<file path="config.mk">
export PLATFORM = sky130hd
export DESIGN_NAME = zmc2_dot_shifter
export DESIGN_NICKNAME = d
export VERILOG_FILES = /design/src/rtl/zmc2_dot_shifter.sv
export SDC_FILE = /design/constraint.sdc
export NUM_CORES = 1
export LEC_CHECK = 0
export CORE_UTILIZATION = 31
export CTS_CLUSTER_SIZE = 30
export DETAILED_ROUTE_END_ITERATION = 10
export GPL_TIMING_DRIVEN = 0
export PLACE_DENSITY = 0.67
export SETUP_SLACK_MARGIN = 0.2
export SYNTH_ARGS = -nofsm -noshare
export SYNTH_HDL_FRONTEND = slang
export SYNTH_SLANG_ARGS = --single-unit
</file>
<file path="constraint.sdc">
create_clock -name CLK_12M -period 3.8 [get_ports CLK_12M]
set_input_delay 0.76 -clock CLK_12M [delete_from_list [all_inputs] [get_ports CLK_12M]]
set_output_delay 0.76 -clock CLK_12M [all_outputs]
set_load 0.05 [all_outputs]
</file>
<file path="src/rtl/zmc2_dot_shifter.sv">
// zmc2_dot_shifter
//
// Sprite-pixel serializer for the video path (ZMC2 dot stage). A 32-bit
// sprite graphics word holds four bitplane bytes describing eight pixels.
// The word is loaded into a shift register, and each clock presents one
// pair of 4-bit colour indices. Horizontal flip selects the shift direction
// and the bit positions the pair is read from.
//
// Ports:
//   CLK_12M  in   1   pixel clock, all state changes on the rising edge
//   RESET    in   1   synchronous active-high reset, clears the register
//   EVEN     in   1   swaps the A/B output pair when 1
//   LOAD     in   1   loads CR into the shift register at this edge
//   H        in   1   horizontal flip: 0 = shift right, 1 = shift left
//   CR       in  32   graphics word, one bitplane per byte
//   GAD      out  4   pixel A colour index
//   GBD      out  4   pixel B colour index
//   DOTA     out  1   pixel A is opaque (GAD non-zero)
//   DOTB     out  1   pixel B is opaque (GBD non-zero)

module zmc2_dot_shifter (
  input  logic        CLK_12M,
  input  logic        RESET,
  input  logic        EVEN,
  input  logic        LOAD,
  input  logic        H,
  input  logic [31:0] CR,
  output logic [3:0]  GAD,
  output logic [3:0]  GBD,
  output logic        DOTA,
  output logic        DOTB
);

  logic [31:0] sr;
  logic [3:0]  raw_a;
  logic [3:0]  raw_b;

  // Shift register. Each bitplane byte shifts on its own with zero fill, so
  // after four shifts without a reload the register is empty. An empty
  // register makes the outputs transparent.
  always_ff @(posedge CLK_12M) begin
    if (RESET) begin
      sr <= 32'h0000_0000;
    end else if (LOAD) begin
      sr <= CR;
    end else if (H) begin
      sr <= {sr[29:24], 2'b00, sr[21:16], 2'b00,
             sr[13:8],  2'b00, sr[5:0],   2'b00};
    end else begin
      sr <= {2'b00, sr[31:26], 2'b00, sr[23:18],
             2'b00, sr[15:10], 2'b00, sr[7:2]};
    end
  end

  // Pixel extraction. With flip, pixels leave from the top of each byte.
  // The plane order within the nibble also differs, matching the bitplane
  // wiring of the original chip.
  always_comb begin
    raw_a = 4'h0;
    raw_b = 4'h0;
    if (H) begin
      raw_b = {sr[23], sr[31], sr[7], sr[15]};
      raw_a = {sr[22], sr[30], sr[6], sr[14]};
    end else begin
      raw_b = {sr[24], sr[16], sr[8], sr[0]};
      raw_a = {sr[25], sr[17], sr[9], sr[1]};
    end
  end

  // Output pair ordering depends on whether the line buffer is writing an
  // even or odd pixel pair.
  always_comb begin
    GAD = raw_a;
    GBD = raw_b;
    if (EVEN) begin
      GAD = raw_b;
      GBD = raw_a;
    end
  end

  assign DOTA = |GAD;
  assign DOTB = |GBD;

endmodule

</file>
---- After elaboration in Yosys (flattened, before gate mapping) ----
Cells that the tools add are included.
word-level totals
  input bits .............................. 37
  output and inout port bits .............. 10
  register bits after elaboration ......... 32
operators by class
  reduce and logical (&&, ||, !) cells .... 2
  multiplexer cells ....................... 6
operator list
  operator         number
  $mux 32          2
  $mux 4           4
  $reduce_or 4->1  2

---- Depth between registers and ports, before layout ----
  depth in word-level cells ............... 3
  mapped depth ............................ 4

---- Worst setup path after synthesis ----
OpenSTA, ideal clock, no wires.
  kind .................................... in2out
  start ................................... input EVEN
  end ..................................... output DOTA
  path slack .............................. 0.600 ns
  stages .................................. 3
  data required time ...................... 3.040 ns
  arrival time ............................ 2.440 ns
  path through ............................ buf_6 > mux4_1 > or4_1
between the ends
  cells in the longest elaborated chain, start to end .. 2
ends and longest elaborated chain
  element          line  text
  from (decl)      24    input logic EVEN,
  $mux 4           75    if (EVEN) begin
  net GAD[3]       28    output logic [3:0] GAD,
  $reduce_or 4->1  81    assign DOTA = |GAD;
  to (decl)        30    output logic DOTA,
The timed path passes the listed nets, and every way through them passes these cells.

---- Worst setup path in the final report ----
  start ................................... input H
  end ..................................... output DOTA
between the ends
  cells in the longest elaborated chain, start to end .. 3
  elaborated cells between the ends (all ways) .. 4
ends and longest elaborated chain
  element              line  text
  from (decl)          26    input logic H,
  $mux 4               61    if (H) begin
  $mux 4 (*)           75
  $reduce_or 4->1 (*)  81
Every way passes the cells marked *; elsewhere a longest branch is shown, timed or not.

==> flow_summary.toml <==
[global_routing]
grt_pass1_vias = 1377
grtUsageTotal_pct = 17.0
grt_max_degree = 11
overflow = 0
grt_first_pass_wirelength_mm = 6.71
grt_antenna_before_repair = 0

[synthesis]
ys_seq_area_share_pct = 40.9
yosysWarnings = 0
synthCells = 153
avgSynthCellArea_um2 = 10.2
netlist_area_um2 = 1570
ys_types = 16
syn_nets = 190
ys_ff_latch = 32

[cells_and_area]
regMostFlops = "sr"
reg_top3 = "sr (32)"
final_nets = 242
num-fill-cells = 470
final_core_utilization_pct = 46.0
synthToLayoutAreaGrowth_pct = 40.8
post_route_cells_drive_above_1_share_pct = 9.76
antenna_cells = 0
largest_reg_flops = 32

[drt]
drcViolationCount = 0
first_iter_violations = 128
wl_met2_mm = 1.75
met1_length_mm = 2.03
ant_nets = 0
viasPerCell = 5.00
wl_met3_um = 242
firstDrtPassIters = 4
drt_wl_total_mm = 4.08
vias = 1361
route.detailed.wl_per_inst_um = 15.0
maxUsedRoutingLayer = "met4"

[timing]
worst_pin_slew_ns = 0.552
fin_worst_skew_ns = 0.00590
finalHoldViolations = 0
slew_violations = 0
finalSetupViolCount = 0
relSlewSlack_pct = 63.2
fin_crit_sh_pct = 84.0
rsz0062_at_grt = "false"
clock.fmax_mhz = 313
period_needed_ns = 3.19

[floorplan]
die_x_um = 73.1
start_util_pct = 32.7
num_io_pins = 47
die_area_um2 = 5340
die_y_um = 73.1
core-area_um2 = 4790
row_count = 25

[power]
power_density_nw_per_um2 = 379
ir_drop_mv = 0.176
leakage_nw = 0.832
power.total_mw = 0.834

[clock_tree]
cts_root_buf = "clkbuf_8"
cts_tree = "yes"
post_cts_buffers = 0
cts.sinks = 32
htree_levels = 2
numCtsBuffers = 5
insertion_delay_ns = 0.28
cts_hold_buf = 0
clk_path_buf_depth = 2
path_clk_slew_ns = 0.06

[setup_path]
crit_type = "primary input to primary output"
worstSetupEndpointType = "primary output"
startpoint_type = "primary input"
cp.required_ns = 3.04
crit_fanout = 10
crit_arrival_ns = 2.43

[place]
place.gp.congestion = 0.781
port_buffers = 45
post-dp-hpwl_mm = 2.96

[min_path]
hp-class = "register to register"

[status]
status = "completed"

[job]
max_cap_violations = 0
-- stage by stage --
| step | TNS, ns | hold slack [ns] | setup WS, ns | instance area [µm²] | instances |
|---|---|---|---|---|---|
| floorplan | 0 | 0.463 | 0.600 | 1570 | 153 |
| global placement | -0.265 | 0.473 | -0.156 | 2100 | 265 |
| detailed placement | -0.288 | 0.478 | -0.173 | 2100 | 265 |
| CTS | 0 | 0.488 | 0.192 | 2200 | 272 |
| global route | 0 | 0.512 | 0.517 | 2200 | 272 |
| finish | 0 | 0.485 | 0.608 | 2200 | 272 |
-- logic make-up after synthesis --
group	synth area share, %
AO/OA/AOI/OAI	12.8
multiplexers	22.2
flip-flops	40.9
buffers and inverters	4.56
AND/OR/NAND/NOR	19.5
-- power by group --
| group | leakage, nW | switching (mW) | total [mW] | internal [mW] |
|---|---|---|---|---|
| sequential | 0.265 | 0.0130 | 0.369 | 0.356 |
| combinational | 0.517 | 0.0937 | 0.183 | 0.0892 |
| clock | 0.0503 | 0.121 | 0.282 | 0.161 |
-- routing by layer --
| metal | GRT usage, % | up-vias |
|---|---|---|
| met2 | 25.2 | 52 |
| met5 | 0 | - |
| met1 | 24.5 | 643 |
| li1 | - | 661 |
| met3 | 3.45 | 5 |
| met4 | 5.88 | 0 |
-- cells in the final DEF, fill, tap and decap left out --
cell type / instances
or3b_1: 8
clkdlybuf4s50_1: 42
dfxtp_1: 32
clkbuf_1: 9
a21oi_1: 16
mux2i_1: 16
buf_4: 1
clkdlybuf4s15_2: 2
clkbuf_4: 1
or4_1: 2
nand3b_1: 8
nand2_1: 16
nor2b_1: 16
clkbuf_8: 7
a211oi_1: 16
dlymetal6s2s_1: 1
buf_2: 2
buf_6: 1
mux4_2: 6
mux4_1: 2
inv_1: 1
-- layout make-up --
type	count	area [µm²]	area share, %
timing repair buffer	45	455	20.7
buffer	14	70.1	3.18
clock buffer	7	96.3	4.37
multi-input combinational	106	853	38.7
tap	67	83.8	3.80
sequential	32	641	29.1
inverter	1	3.75	0.170
-- worst paths after layout --
| kind | cells after the start | to | startpoint | slack [ns] |
|---|---|---|---|---|
| worst max-delay path | 5 | DOTA | H | 0.61 |
| worst max register to register | 2 | sr[17] | sr[19] | 2.91 |
| worst min register to register | 2 | sr[7] | sr[5] | 0.48 |
| worst min-delay path | 2 | sr[7] | sr[5] | 0.48 |
-- worst max-delay path, stage by stage --
cell and delay (ns):
dlymetal6s2s_1 0.22, clkbuf_4 0.27, mux4_2 0.31, or4_1 0.52
clkdlybuf4s15_2 0.35
-- synthesized netlist by cell type --
| master | count | area share [%] |
|---|---|---|
| buf_6 | 1 | 0.72 |
| or3b_1 | 8 | 4.5 |
| nand2_1 | 16 | 3.8 |
| nor2b_1 | 16 | 6.4 |
| buf_2 | 3 | 0.96 |
| mux4_1 | 2 | 3.4 |
| clkbuf_1 | 9 | 2.2 |
| or4_1 | 2 | 0.96 |
| mux2i_1 | 16 | 10 |
| a21oi_1 | 16 | 5.1 |
| a211oi_1 | 16 | 7.7 |
| mux4_2 | 6 | 8.6 |
| dfxtp_1 | 32 | 41 |
| buf_4 | 1 | 0.48 |
| inv_1 | 1 | 0.24 |
| nand3b_1 | 8 | 3.8 |
-- timing repair --
item,4_1_cts,5_1_grt
gates resized for setup,6,2
endpoints found under the hold margin,0,0
endpoints found under the setup margin,2,2
gates cloned,0,0
(Power assumes the default switching activity.)
